[src/rtl/modulo_decod_coord_linha.sv]
// Purpose: row-coordinate decoder; a debounced confirm press captures cdl, range-checks it, returns mdl.
// Latency: press event -> mdl_valid (or erro) high in 2 cycles; confirma rise -> press event 2+DEB_CYCLES+1.
// Backpressure: mdl/mdl_valid held until ack; presses arriving while busy are dropped, never queued.
//
// Ports:
//   clk, reset        system clock, synchronous active-high reset
//   cdl[3:0]          row coordinate from switches (legal only when cdl[3]=0)
//   confirma          raw confirm button, asynchronous to clk
//   ack               consumer accepts mdl (only looked at while mdl_valid=1)
//   mdl[2:0]          decoded row index, keeps its last value after the handshake
//   mdl_valid         mdl holds an unaccepted index
//   erro              held ERR_HOLD cycles after an illegal code
//   ocupado           controller is not idle
//   linha_oh[7:0]     one-hot row enable, present only when LINHA_ONEHOT_EN is defined
//
// Optional feature macro: LINHA_ONEHOT_EN
module modulo_decod_coord_linha #(
  parameter int DEB_CYCLES = 4,
  parameter int ERR_HOLD   = 8
) (
  input  logic       clk,
  input  logic       reset,
  input  logic [3:0] cdl,
  input  logic       confirma,
  input  logic       ack,
  output logic [2:0] mdl,
  output logic       mdl_valid,
  output logic       erro,
  output logic       ocupado
`ifdef LINHA_ONEHOT_EN
  ,
  output logic [7:0] linha_oh
`endif
);

  localparam logic [7:0] DEB_LIM  = 8'(DEB_CYCLES);
  localparam logic [7:0] HOLD_LIM = 8'(ERR_HOLD);

  typedef enum logic [1:0] {
    IDLE  = 2'd0,
    CHECK = 2'd1,
    VALID = 2'd2,
    ERROR = 2'd3
  } state_t;

  // ---------------------------------------------------------------------------
  // Button conditioning: 2-flop synchroniser, debounce, rising-edge detect
  // ---------------------------------------------------------------------------
  logic       sync_s1;
  logic       sync_s2;
  logic       deb_lvl;
  logic       deb_lvl_q;
  logic [7:0] deb_cnt;
  logic [7:0] deb_cnt_inc;
  logic       press;

  // Saturating increment so a stuck mismatch can never wrap the counter.
  assign deb_cnt_inc = (deb_cnt == 8'hFF) ? 8'hFF : deb_cnt + 8'd1;

  // One-cycle pulse on the 0->1 transition of the debounced level; holding the
  // button keeps deb_lvl high and therefore yields only this single pulse.
  assign press = deb_lvl & ~deb_lvl_q;

  always_ff @(posedge clk) begin
    if (reset) begin
      sync_s1   <= 1'b0;
      sync_s2   <= 1'b0;
      deb_lvl   <= 1'b0;
      deb_lvl_q <= 1'b0;
      deb_cnt   <= 8'd0;
    end else begin
      sync_s1   <= confirma;
      sync_s2   <= sync_s1;
      deb_lvl_q <= deb_lvl;
      if (sync_s2 != deb_lvl) begin
        // Level flips only after DEB_CYCLES consecutive disagreeing samples.
        if (deb_cnt_inc == DEB_LIM) begin
          deb_lvl <= sync_s2;
          deb_cnt <= 8'd0;
        end else begin
          deb_cnt <= deb_cnt_inc;
        end
      end else begin
        deb_cnt <= 8'd0;
      end
    end
  end

  // ---------------------------------------------------------------------------
  // Controller FSM with registered outputs
  // ---------------------------------------------------------------------------
  state_t     state;
  logic [3:0] cap;
  logic [7:0] err_cnt;

  always_ff @(posedge clk) begin
    if (reset) begin
      state     <= IDLE;
      cap       <= 4'd0;
      err_cnt   <= 8'd0;
      mdl       <= 3'b000;
      mdl_valid <= 1'b0;
      erro      <= 1'b0;
      ocupado   <= 1'b0;
`ifdef LINHA_ONEHOT_EN
      linha_oh  <= 8'h00;
`endif
    end else begin
      case (state)
        IDLE: begin
          if (press) begin
            cap     <= cdl;
            state   <= CHECK;
            ocupado <= 1'b1;
          end
        end

        CHECK: begin
          if (!cap[3]) begin
            mdl       <= cap[2:0];
            mdl_valid <= 1'b1;
`ifdef LINHA_ONEHOT_EN
            linha_oh  <= 8'h01 << cap[2:0];
`endif
            state     <= VALID;
          end else begin
            // mdl is deliberately left untouched on an illegal code.
            err_cnt <= HOLD_LIM;
            erro    <= 1'b1;
            state   <= ERROR;
          end
        end

        VALID: begin
          // A press arriving here is dropped; ack always wins.
          if (ack) begin
            mdl_valid <= 1'b0;
`ifdef LINHA_ONEHOT_EN
            linha_oh  <= 8'h00;
`endif
            ocupado   <= 1'b0;
            state     <= IDLE;
          end
        end

        ERROR: begin
          // erro is high for counts ERR_HOLD..1, i.e. exactly ERR_HOLD cycles;
          // the counter never goes below 1.
          if (err_cnt <= 8'd1) begin
            erro    <= 1'b0;
            ocupado <= 1'b0;
            state   <= IDLE;
          end else begin
            err_cnt <= err_cnt - 8'd1;
          end
        end

        default: begin
          state <= IDLE;
        end
      endcase
    end
  end

endmodule

[config.mk]
export PLATFORM = sky130hd
export DESIGN_NAME = modulo_decod_coord_linha
export DESIGN_NICKNAME = d
export VERILOG_FILES = /design/src/rtl/modulo_decod_coord_linha.sv
export SDC_FILE = /design/constraint.sdc
export NUM_CORES = 1
export LEC_CHECK = 0
export CAP_MARGIN = 25
export CORE_UTILIZATION = 55
export CTS_CLUSTER_DIAMETER = 30
export CTS_CLUSTER_SIZE = 20
export DETAILED_ROUTE_END_ITERATION = 10
export PLACE_DENSITY_LB_ADDON = 0.25
export SLEW_MARGIN = 20
export SYNTH_ARGS = -nofsm -noshare
export SYNTH_HDL_FRONTEND = slang
export SYNTH_SLANG_ARGS = --single-unit
[constraint.sdc]
create_clock -name clk -period 2.25 [get_ports clk]
set_input_delay 0.5625 -clock clk [delete_from_list [all_inputs] [get_ports clk]]
set_output_delay 0.5625 -clock clk [all_outputs]
set_load 0.01 [all_outputs]
# After elaboration in Yosys (flattened, before gate mapping)
# Cells that the tools add are included.
[word_totals] input_bits=8 reg_bits=32
[op_classes] eq_ne=12 bitwise=4 addsub=2 magnitude_cmp=1 n_mux=17 n_reduce_logical=13
[op_table] operator="8-bit two-way mux" n=3
[op_table] operator="8-bit case mux with 2 select lines" n=1
[op_table] operator="2-bit inequality test, second input constant" n=6
[op_table] operator="3-bit AND reduction" n=4
[op_table] operator="8-bit by 1-bit adder with 8-bit output, second input constant" n=1
[op_table] operator="8-bit by 3-bit == test with 1-bit output, second input constant" n=1
[op_table] operator="8-bit == test, second input constant" n=1
[op_table] operator="8-bit by 1-bit <= comparator with 1-bit output, second input constant" n=1
[op_table] operator="2-bit case mux with 4 select lines" n=1
[op_table] operator="8-bit by 1-bit subtractor with 8-bit output, second input constant" n=1
[op_table] operator="1-bit two-way mux" n=6
[op_table] operator="2-bit two-way mux" n=3
[op_table] operator="2-bit AND reduction" n=3
[op_table] operator="2-bit == test, second input constant" n=2
[op_table] operator="1-bit case mux with 2 select lines" n=2
[op_table] operator="4-bit AND reduction" n=1
[op_table] operator="2-bit nonzero test" n=2
[op_table] operator="1-bit NOT" n=3
[op_table] operator="1-bit case mux with 3 select lines" n=1
[op_table] operator="3-bit nonzero test" n=1
[op_table] operator="3-bit OR reduction" n=1
[op_table] operator="2-bit by 1-bit == test with 1-bit output, second input constant" n=1
[op_table] operator="2-bit zero test" n=1
[op_table] operator="1-bit bitwise AND" n=1
[op_table] operator="1-bit inequality test" n=1

# Depth between registers and ports, before layout
# Gate-level depths: netlist of the first run.
[depth] ltp_word=4 mapped_depth=8

# Worst setup path before layout of the first run
# No wires, ideal clock.
[synth_path] path_kind="flip-flop to flip-flop" start="reg deb_cnt[0]" end="reg deb_lvl" period_less_slack_ps=1845 required_ps=2129 t_arrival_ps=1724 n_path_buf=0 stages_incl_launch_ff=6 setup_ps=121 slack_ps=405 cell_sequence="dfxtp_1 -> ha_1 -> and3_1 -> mux2_2 -> nor4_1 -> mux2_2"
[synth_between] elab_chain_cells=4
[synth_lines] element="start, declared" line_no="53" source="logic [7:0] deb_cnt;"
[synth_lines] element="start signal, assigned" line_no="81" source="deb_cnt <= deb_cnt_inc;"
[synth_lines] element="8-bit by 1-bit adder with 8-bit output or 8-bit == test (tied branches)" line_no="58" source="assign deb_cnt_inc = (deb_cnt == 8'hFF) ? 8'hFF : deb_cnt + 8'd1;"
[synth_lines] element="8-bit two-way mux *" line_no="58"
[synth_lines] element="8-bit by 3-bit == test with 1-bit output *" line_no="77" source="if (deb_cnt_inc == DEB_LIM) begin"
[synth_lines] element="2-bit AND reduction (no line) *"
[synth_lines] element="end signal, assigned" line_no="78" source="deb_lvl <= sync_s2;"
[synth_lines] element="end, declared" line_no="51" source="logic deb_lvl;"
# Mark *: on every way between the ends. The rest lies on a longest branch, timed or not.
# A chain may end at the register's enable or synchronous reset.

# Worst setup path after layout of the first run
# Same ends and word-level chain as after synthesis.

==> impl_metrics.prom, run 1 <==
# TYPE chip_impl_metric gauge
chip_impl_metric{name="cap_viol_max_count",unit=""} 0
chip_impl_metric{name="drc",unit=""} 0
chip_impl_metric{name="finalWorstSetupSlack",unit="ns"} 0.232
chip_impl_metric{name="placement.setup.worst_slack",unit="ns"} 0.246
chip_impl_info{name="cts_root_buffer",value="sky130_fd_sc_hd__clkbuf_4"} 1
chip_impl_info{name="setup.worst_path.end",value="deb_lvl$_SDFFE_PP0P_"} 1
chip_impl_metric{name="post-place-cells",unit=""} 198
chip_impl_metric{name="sequential_cell_area",unit="um2"} 641
chip_impl_metric{name="num-nets-final",unit=""} 186
chip_impl_info{name="hold_start",value="sync_s1$_SDFF_PP0_"} 1
chip_impl_metric{name="cts_num_sinks",unit=""} 32
chip_impl_metric{name="slew_headroom",unit="%"} 62.8
chip_impl_metric{name="cts_hold_buffers",unit=""} 0
chip_impl_metric{name="finalHoldViolations",unit=""} 0
chip_impl_info{name="r2r_end",value="deb_lvl$_SDFFE_PP0P_"} 1
chip_impl_metric{name="required",unit="ns"} 2.47
chip_impl_info{name="critPathSlowestCell",value="sky130_fd_sc_hd__dfxtp_1"} 1
chip_impl_metric{name="routed_length_per_placed_instance",unit="um"} 13.1
chip_impl_metric{name="multi_input_area",unit="um2"} 729
chip_impl_info{name="run_status",value="complete, no violations"} 1
chip_impl_metric{name="totalNegativeSetupSlack",unit="ns"} 0
chip_impl_metric{name="drive_gt1_share",unit="%"} 10.8
chip_impl_metric{name="final_antenna_net_count",unit=""} 0
chip_impl_metric{name="portBuffers",unit=""} 13
chip_impl_metric{name="wl_met3",unit="um"} 115
chip_impl_metric{name="drt_pre_antenna_iters",unit=""} 4
chip_impl_metric{name="async_reset_ff_share",unit="%"} 0
chip_impl_metric{name="die_x",unit="um"} 52.8
chip_impl_info{name="hold_path_class",value="flop to flop"} 1
chip_impl_metric{name="flow.area_growth_from_synthesis",unit="%"} 16.7
chip_impl_metric{name="num_io_pins",unit=""} 14
chip_impl_metric{name="worst-r2r-cell-count",unit=""} 5
chip_impl_info{name="critical_path.startpoint",value="deb_cnt[0]$_SDFF_PP0_"} 1
chip_impl_metric{name="cts.repair_timing.setup_buffer_count",unit=""} 0
chip_impl_metric{name="max-clock-path-buffers",unit=""} 2
chip_impl_metric{name="timing.final.crit_period",unit="ns"} 2.02
chip_impl_metric{name="numCtsBuffers",unit=""} 5
chip_impl_metric{name="final_min_period_over_clock_period",unit="%"} 89.7
chip_impl_info{name="r2r_start",value="deb_cnt[0]$_SDFF_PP0_"} 1
chip_impl_metric{name="worstSkewPairLatency",unit="ns"} 0.32
chip_impl_metric{name="power.total",unit="uW"} 944
chip_impl_metric{name="synth_area",unit="um2"} 1420
chip_impl_metric{name="pin_count_of_the_biggest_net_entering_global_routing",unit=""} 15
chip_impl_metric{name="grt_pass1_vias",unit=""} 1046
chip_impl_metric{name="globalRouteOverflowTotal",unit=""} 0
chip_impl_metric{name="peak_supply_drop",unit="mV"} 0.579
chip_impl_metric{name="drt-initial-drc-count",unit=""} 26
chip_impl_metric{name="skew",unit="ns"} 0.00659
chip_impl_metric{name="die_area",unit="um2"} 2790
chip_impl_metric{name="ys_ff_latch",unit=""} 32
chip_impl_metric{name="cts-htree-levels",unit=""} 2
chip_impl_metric{name="worst_ep_arrival_time",unit="ns"} 2.24
chip_impl_metric{name="synth_cells",unit=""} 156
chip_impl_info{name="tritoncts_clock_tree",value="yes"} 1
chip_impl_metric{name="start_util",unit="%"} 57.8
chip_impl_info{name="dr.max_layer_used",value="met4"} 1
chip_impl_metric{name="number_of_antenna_violations_at_the_first_check_in_global_routing",unit=""} 0
chip_impl_metric{name="path_clk_slew",unit="ns"} 0.10
chip_impl_metric{name="reg2reg_slack",unit="ns"} 0.23
chip_impl_info{name="grt_setup_unrepaired",value="false"} 1
chip_impl_metric{name="grt_first_pass_wirelength",unit="um"} 4410
chip_impl_metric{name="fmax",unit="MHz"} 495
chip_impl_metric{name="coreArea",unit="um2"} 2450
chip_impl_info{name="critPathCaptureType",value="flop"} 1
chip_impl_metric{name="fillers",unit=""} 191
chip_impl_metric{name="final-setup-viol-count",unit=""} 0
chip_impl_metric{name="synth_sequential_area_ratio",unit="%"} 45.1
chip_impl_metric{name="detailroute.via_count",unit=""} 1135
chip_impl_info{name="worstSetupStartpointType",value="flop"} 1
chip_impl_info{name="crit_type",value="flop to flop"} 1
chip_impl_metric{name="stdcell_count",unit=""} 206
chip_impl_metric{name="drt-total-wl",unit="um"} 2690
chip_impl_metric{name="gp_congestion",unit=""} 0.808
chip_impl_metric{name="yosys_warnings",unit=""} 0
chip_impl_metric{name="ant_diodes",unit=""} 0
chip_impl_metric{name="m1WireLength",unit="um"} 1150
chip_impl_metric{name="postSynthNetCount",unit=""} 167
chip_impl_metric{name="power_per_cell_area",unit="nW/um2"} 570
chip_impl_info{name="crit_path_cell_trace",value="ha_1, and3_1, mux2_2, nor4_1, mux2_2"} 1
chip_impl_info{name="critPathMostFrequentCell",value="sky130_fd_sc_hd__mux2_2"} 1
chip_impl_metric{name="wl_met2",unit="um"} 1400
chip_impl_metric{name="worst-path-max-fanout",unit=""} 6
chip_impl_metric{name="syn_area_per_cell",unit="um2"} 9.10
chip_impl_metric{name="worst_slew_pin_slew",unit="ns"} 0.551
chip_impl_metric{name="drt-vias-per-instance",unit=""} 5.51
chip_impl_metric{name="highest_cell_delay_on_the_worst_timing_path",unit="ns"} 0.43
chip_impl_metric{name="placement_rows",unit=""} 18
chip_impl_metric{name="p_leak",unit="nW"} 0.619
chip_impl_info{name="postSynth.topFlopCell",value="sky130_fd_sc_hd__dfxtp_1"} 1
chip_impl_metric{name="edff_count_synth",unit=""} 0
chip_impl_metric{name="synth_cell_type_count",unit=""} 32
chip_impl_metric{name="cts_repair_resize_count",unit=""} 0
chip_impl_metric{name="die-height",unit="um"} 52.8
chip_impl_metric{name="dpl_wire_length",unit="um"} 1990
chip_impl_metric{name="grt_usage",unit="%"} 22.7
chip_impl_metric{name="final_count_of_pins_violating_max_slew",unit=""} 0
==> worst max-delay path: cells and delay by family (launching register included) <==
kind / cells / cell delay (ns)
fa+ha+maj: 1 / 0.25
mux: 2 / 0.74
simple gates: 2 / 0.50
flops: 1 / 0.43
==> how the worst min path moves through the flow <==
stage | to | slack, ns | cells past startpoint
4_1_cts | sync_s2$_SDFF_PP0_ | 0.46 | 1
3_3_place_gp | sync_s2$_SDFF_PP0_ | 0.42 | 1
3_5_place_dp | sync_s2$_SDFF_PP0_ | 0.43 | 1
2_1_floorplan | sync_s2$_SDFF_PP0_ | 0.41 | 1
5_1_grt | sync_s2$_SDFF_PP0_ | 0.48 | 1
6_report | sync_s2$_SDFF_PP0_ | 0.46 | 1
==> layout make-up <==
cell class	count	share of cell area (%)
clock buffer	6	3.10
clock inverter	2	0.605
inverter	7	1.59
multi-input combinational	112	44.1
sequential	32	38.7
tap	30	2.27
timing repair buffer	17	9.67
==> cells in the mapped netlist (2+ instances only) <==
| cell | count | share of area, % |
|---|---|---|
| sky130_fd_sc_hd__or3_1 | 2 | 0.88 |
| sky130_fd_sc_hd__nor2_1 | 21 | 5.6 |
| sky130_fd_sc_hd__a21oi_1 | 14 | 4.9 |
| sky130_fd_sc_hd__nor4_1 | 4 | 1.8 |
| sky130_fd_sc_hd__xnor2_1 | 6 | 3.7 |
| sky130_fd_sc_hd__nand2_1 | 5 | 1.3 |
| sky130_fd_sc_hd__mux2i_1 | 9 | 6.3 |
| sky130_fd_sc_hd__dfxtp_1 | 32 | 45 |
| sky130_fd_sc_hd__nand2b_1 | 6 | 2.6 |
| sky130_fd_sc_hd__mux2_2 | 2 | 1.6 |
| sky130_fd_sc_hd__and3_1 | 3 | 1.3 |
| sky130_fd_sc_hd__o41ai_2 | 2 | 2.3 |
| sky130_fd_sc_hd__nand3_1 | 5 | 1.8 |
| sky130_fd_sc_hd__nor3_1 | 5 | 1.8 |
| sky130_fd_sc_hd__nor2b_1 | 5 | 2.2 |
| sky130_fd_sc_hd__xor2_1 | 4 | 2.5 |
| sky130_fd_sc_hd__a31oi_1 | 2 | 0.88 |
| sky130_fd_sc_hd__clkbuf_1 | 4 | 1.1 |
| sky130_fd_sc_hd__ha_1 | 3 | 2.6 |
| sky130_fd_sc_hd__inv_1 | 7 | 1.9 |
| sky130_fd_sc_hd__o21ai_0 | 4 | 1.4 |
==> registers in the layout, indices dropped and copies added, names as in the netlist <==
register,cells
deb_lvl_q,1
err_cnt,8
sync_s2,1
sync_s1,1
mdl_valid,1
erro,1
ocupado,1
deb_lvl,1
mdl,3
deb_cnt,8
state,2
cap,4
==> cells by family (layout without fill, tap and decap cells) <==
logic type / Yosys count / after routing / synth area share, %
DFF: 32 / 32 / 45.1
buffers and inverters: 12 / 32 / 3.44
adders and majority gates: 3 / 3 / 2.65
AOI/OAI and AO/OA: 26 / 26 / 11.6
and+or+nand+nor: 62 / 62 / 23.0
muxes: 11 / 11 / 7.94
xor gates and xnor gates: 10 / 10 / 6.17
==> report_power, final <==
group	total (mW)	switching, mW	internal (mW)	leakage [nW]
logic	0.0361	0.0161	0.0199	0.323
clock network	0.335	0.187	0.149	0.0380
registers	0.573	0.00283	0.570	0.258
total	0.944	0.206	0.738	0.619
==> placed cells by master, fill, tap and decap left out, types with 2 or more instances in the layout <==
master	instances
sky130_fd_sc_hd__dfxtp_1	32
sky130_fd_sc_hd__nor2_1	21
sky130_fd_sc_hd__a21oi_1	14
sky130_fd_sc_hd__clkdlybuf4s50_1	13
sky130_fd_sc_hd__mux2i_1	9
sky130_fd_sc_hd__inv_1	7
sky130_fd_sc_hd__nand2b_1	6
sky130_fd_sc_hd__xnor2_1	6
sky130_fd_sc_hd__nand3_1	5
sky130_fd_sc_hd__nor3_1	5
sky130_fd_sc_hd__nand2_1	5
sky130_fd_sc_hd__nor2b_1	5
sky130_fd_sc_hd__clkbuf_4	5
sky130_fd_sc_hd__nor4_1	4
sky130_fd_sc_hd__xor2_1	4
sky130_fd_sc_hd__o21ai_0	4
sky130_fd_sc_hd__buf_4	4
sky130_fd_sc_hd__and3_1	3
sky130_fd_sc_hd__ha_1	3
sky130_fd_sc_hd__o41ai_2	2
sky130_fd_sc_hd__or3_1	2
sky130_fd_sc_hd__a31oi_1	2
sky130_fd_sc_hd__mux2_2	2
sky130_fd_sc_hd__clkinv_2	2
==> stage by stage <==
stage,utilization (%),hold slack [ns],instance area (um2)
after global placement,64.9,0.416,1590
after CTS,67.4,0.458,1660
final,67.4,0.456,1660
after floorplan,-,0.414,1420
after global routing,67.4,0.482,1660
after detailed placement,64.9,0.432,1590
==> per-layer routing <==
| metal | track usage (%) | up-vias |
|---|---|---|
| li1 | - | 582 |
| met1 | 24.6 | 520 |
| met2 | 39.9 | 29 |
| met3 | 8.70 | 4 |
| met4 | 7.89 | 0 |
| met5 | 0 | - |
No activity file was read; power rests on OpenSTA's default activity.
==> run 2: changes to the inputs <==
- CAP_MARGIN: 25 -> unset
==> results of run 2 <==
Same layout as run 1: the final DEF is identical, and so are final timing and power.
==> run 3: changes to the inputs <==
- SETUP_SLACK_MARGIN: unset -> 0.5
==> impl_metrics.prom, run 3 (synthesis results as in run 1) <==
# TYPE chip_impl_metric gauge
chip_impl_info{name="run_status",value="complete, no violations"} 1
chip_impl_metric{name="finalHoldViolations",unit=""} 0
chip_impl_metric{name="grt_usage",unit="%"} 23.8
chip_impl_metric{name="cap_viol_max_count",unit=""} 0
chip_impl_info{name="critPathSlowestCell",value="sky130_fd_sc_hd__or4_4"} 1
chip_impl_info{name="crit_type",value="flop to flop"} 1
chip_impl_metric{name="skew",unit="ns"} 0.00808
chip_impl_metric{name="hold_depth",unit=""} 1
chip_impl_metric{name="required",unit="ns"} 2.51
chip_impl_metric{name="gp_congestion",unit=""} 0.782
chip_impl_info{name="reg_top3",value="deb_cnt (8), err_cnt (8), cap (4)"} 1
chip_impl_info{name="grt_setup_unrepaired",value="true"} 1
chip_impl_metric{name="p_comb_share",unit="%"} 3.5
chip_impl_metric{name="drt-vias-per-instance",unit=""} 5.58
chip_impl_info{name="hold_path_class",value="flop to flop"} 1
chip_impl_metric{name="die_area",unit="um2"} 2790
chip_impl_metric{name="drt-total-wl",unit="um"} 3160
chip_impl_info{name="layout.cells.most_common",value="sky130_fd_sc_hd__dfxtp_1"} 1
chip_impl_metric{name="slew_headroom",unit="%"} 64.2
chip_impl_metric{name="start_util",unit="%"} 57.8
chip_impl_metric{name="power.clock.fraction",unit="%"} 44.1
chip_impl_metric{name="switching_power",unit="uW"} 206
chip_impl_metric{name="power.share.switching",unit="%"} 18.9
chip_impl_metric{name="totalNegativeSetupSlack",unit="ns"} 0
chip_impl_metric{name="peak_supply_drop",unit="mV"} 0.658
chip_impl_info{name="worstSetupStartpointType",value="flop"} 1
chip_impl_metric{name="num_io_pins",unit=""} 14
chip_impl_metric{name="flow.area_growth_from_synthesis",unit="%"} 35.7
chip_impl_metric{name="cts-htree-levels",unit=""} 2
chip_impl_metric{name="seq_power_share",unit="%"} 52.3
chip_impl_metric{name="cts_num_sinks",unit=""} 32
chip_impl_info{name="layout_common_cells",value="22 x sky130_fd_sc_hd__dfxtp_1, 20 x sky130_fd_sc_hd__nor2_1, 15 x sky130_fd_sc_hd__buf_4, 13 x sky130_fd_sc_hd__a21oi_1, 8 x sky130_fd_sc_hd__mux2i_1"} 1
chip_impl_metric{name="dpl_wire_length",unit="um"} 2020
chip_impl_metric{name="fmax",unit="MHz"} 546
chip_impl_metric{name="numCtsBuffers",unit=""} 5
chip_impl_metric{name="portBuffers",unit=""} 13
chip_impl_info{name="cts_root_buffer",value="sky130_fd_sc_hd__clkbuf_4"} 1
chip_impl_metric{name="placement_rows",unit=""} 18
chip_impl_metric{name="ant_diodes",unit=""} 0
chip_impl_metric{name="max-clock-path-buffers",unit=""} 2
chip_impl_metric{name="reg2reg_slack",unit="ns"} 0.42
chip_impl_metric{name="final_count_of_pins_violating_max_slew",unit=""} 0
chip_impl_info{name="critPathCaptureType",value="flop"} 1
chip_impl_metric{name="highest_cell_delay_on_the_worst_timing_path",unit="ns"} 0.57
chip_impl_metric{name="die-height",unit="um"} 52.8
chip_impl_metric{name="worst-path-buf-inv",unit=""} 0
chip_impl_metric{name="drc",unit=""} 0
chip_impl_metric{name="drt_pre_antenna_iters",unit=""} 4
chip_impl_metric{name="routed_length_per_placed_instance",unit="um"} 14.6
chip_impl_metric{name="timing.final.crit_period",unit="ns"} 1.83
chip_impl_metric{name="worst-r2r-cell-count",unit=""} 4
chip_impl_metric{name="final_min_period_over_clock_period",unit="%"} 81.3
chip_impl_metric{name="worst_ep_arrival_time",unit="ns"} 2.09
chip_impl_metric{name="pin_count_of_the_biggest_net_entering_global_routing",unit=""} 18
chip_impl_metric{name="p_leak",unit="nW"} 0.736
chip_impl_metric{name="final-setup-viol-count",unit=""} 0
chip_impl_metric{name="worst_slew_pin_slew",unit="ns"} 0.536
chip_impl_metric{name="worst-path-max-fanout",unit=""} 3
chip_impl_metric{name="final_antenna_net_count",unit=""} 0
chip_impl_metric{name="path_depth",unit=""} 4
chip_impl_metric{name="coreArea",unit="um2"} 2450
chip_impl_metric{name="drive_gt1_share",unit="%"} 29.4
chip_impl_metric{name="number_of_antenna_violations_at_the_first_check_in_global_routing",unit=""} 0
chip_impl_metric{name="drt-initial-drc-count",unit=""} 36
chip_impl_metric{name="power_report.internal_total",unit="uW"} 882
chip_impl_info{name="critPathMostFrequentCell",value="sky130_fd_sc_hd__or4_4"} 1
chip_impl_metric{name="worstSkewPairLatency",unit="ns"} 0.32
chip_impl_metric{name="globalRouteOverflowTotal",unit=""} 0
chip_impl_metric{name="power_per_cell_area",unit="nW/um2"} 565
chip_impl_info{name="critical-path-top-delay-family",value="simple AND/OR/NAND/NOR gates"} 1
chip_impl_metric{name="grt_first_pass_wirelength",unit="um"} 4580
chip_impl_info{name="tritoncts_clock_tree",value="yes"} 1
chip_impl_metric{name="grt_pass1_vias",unit=""} 1095
chip_impl_metric{name="path_clk_slew",unit="ns"} 0.10
chip_impl_info{name="crit_path_cell_trace",value="or4_4, or4_4, or3_4, a21oi_2"} 1
chip_impl_metric{name="die_x",unit="um"} 52.8
chip_impl_metric{name="power.total",unit="mW"} 1.09
chip_impl_metric{name="num-nets-final",unit=""} 197
chip_impl_metric{name="cts_hold_buffers",unit=""} 0
chip_impl_metric{name="detailroute.via_count",unit=""} 1210
[run 3: cell count changes in the layout (fill, tap and decap cells not counted), sizes merged]
cell           change
clkinv             -2
bufinv             +1
dlygate4sd2        +6
clkbuf             +1
buf               +11
clkdlybuf4s50      -6
[run 3: what timing repair did]
item | CTS | global route
cloned | 1 | 0
pin swaps | 5 | 7
setup endpoints to repair | 20 | 17
gates resized for setup | 22 | 15
setup buffers | 9 | 3
[run 3: power by group through the flow]
stage	sequential, mW	clock (mW)	combinational [mW]
2_1_floorplan	0.586	0	0.0145
3_3_place_gp	0.586	0	0.0345
3_5_place_dp	0.586	0	0.0354
4_1_cts	0.569	0.491	0.0373
5_1_grt	0.570	0.522	0.0416
6_report	0.569	0.480	0.0384
[run 3: path summary, 6_finish.rpt]
check,from,end
max,err_cnt[5]$_SDFFE_PP0P_,err_cnt[7]$_SDFFE_PP0P_
min,sync_s1$_SDFF_PP0_,sync_s2$_SDFF_PP0_
max reg2reg,err_cnt[5]$_SDFFE_PP0P_,err_cnt[7]$_SDFFE_PP0P_
min reg2reg,sync_s1$_SDFF_PP0_,sync_s2$_SDFF_PP0_
[run 3: worst reg2reg max path, stage by stage, from the launching register on]
cell and delay [ns]:
sky130_fd_sc_hd__dfxtp_2 0.33, sky130_fd_sc_hd__or4_4 0.57, sky130_fd_sc_hd__or4_4 0.43, sky130_fd_sc_hd__or3_4 0.34, sky130_fd_sc_hd__a21oi_2 0.11
[run 3: routing by layer]
layer	up-vias	global-route usage, %	wire (um)
met2	25	41.8	1770
met4	0	10.5	28
met3	4	7.83	108
li1	596	-	-
met1	585	25.5	1260
met5	-	0	0
[run 3: final cells by class]
class | count | area (um2)
timing repair buffer | 28 | 235
inverter | 7 | 26.3
clock buffer | 7 | 65.1
clock inverter | 1 | 30.0
tap | 30 | 37.5
fill | 158 | 529
sequential | 32 | 661
multi-input combinational | 112 | 871
[run 3: per-stage QoR]
| stage | cell area (um2) | cells | utilization, % | hold WS, ns | setup slack (ns) |
|---|---|---|---|---|---|
| finish | 1930 | 217 | 78.4 | 0.455 | 0.420 |
| detailed placement | 1610 | 196 | 65.4 | 0.440 | 0.328 |
| global route | 1930 | 217 | 78.4 | 0.479 | 0.391 |
| CTS | 1830 | 214 | 74.7 | 0.456 | 0.423 |
| global placement | 1610 | 196 | 65.4 | 0.425 | 0.395 |
| floorplan | 1450 | 156 | - | 0.414 | 0.489 |
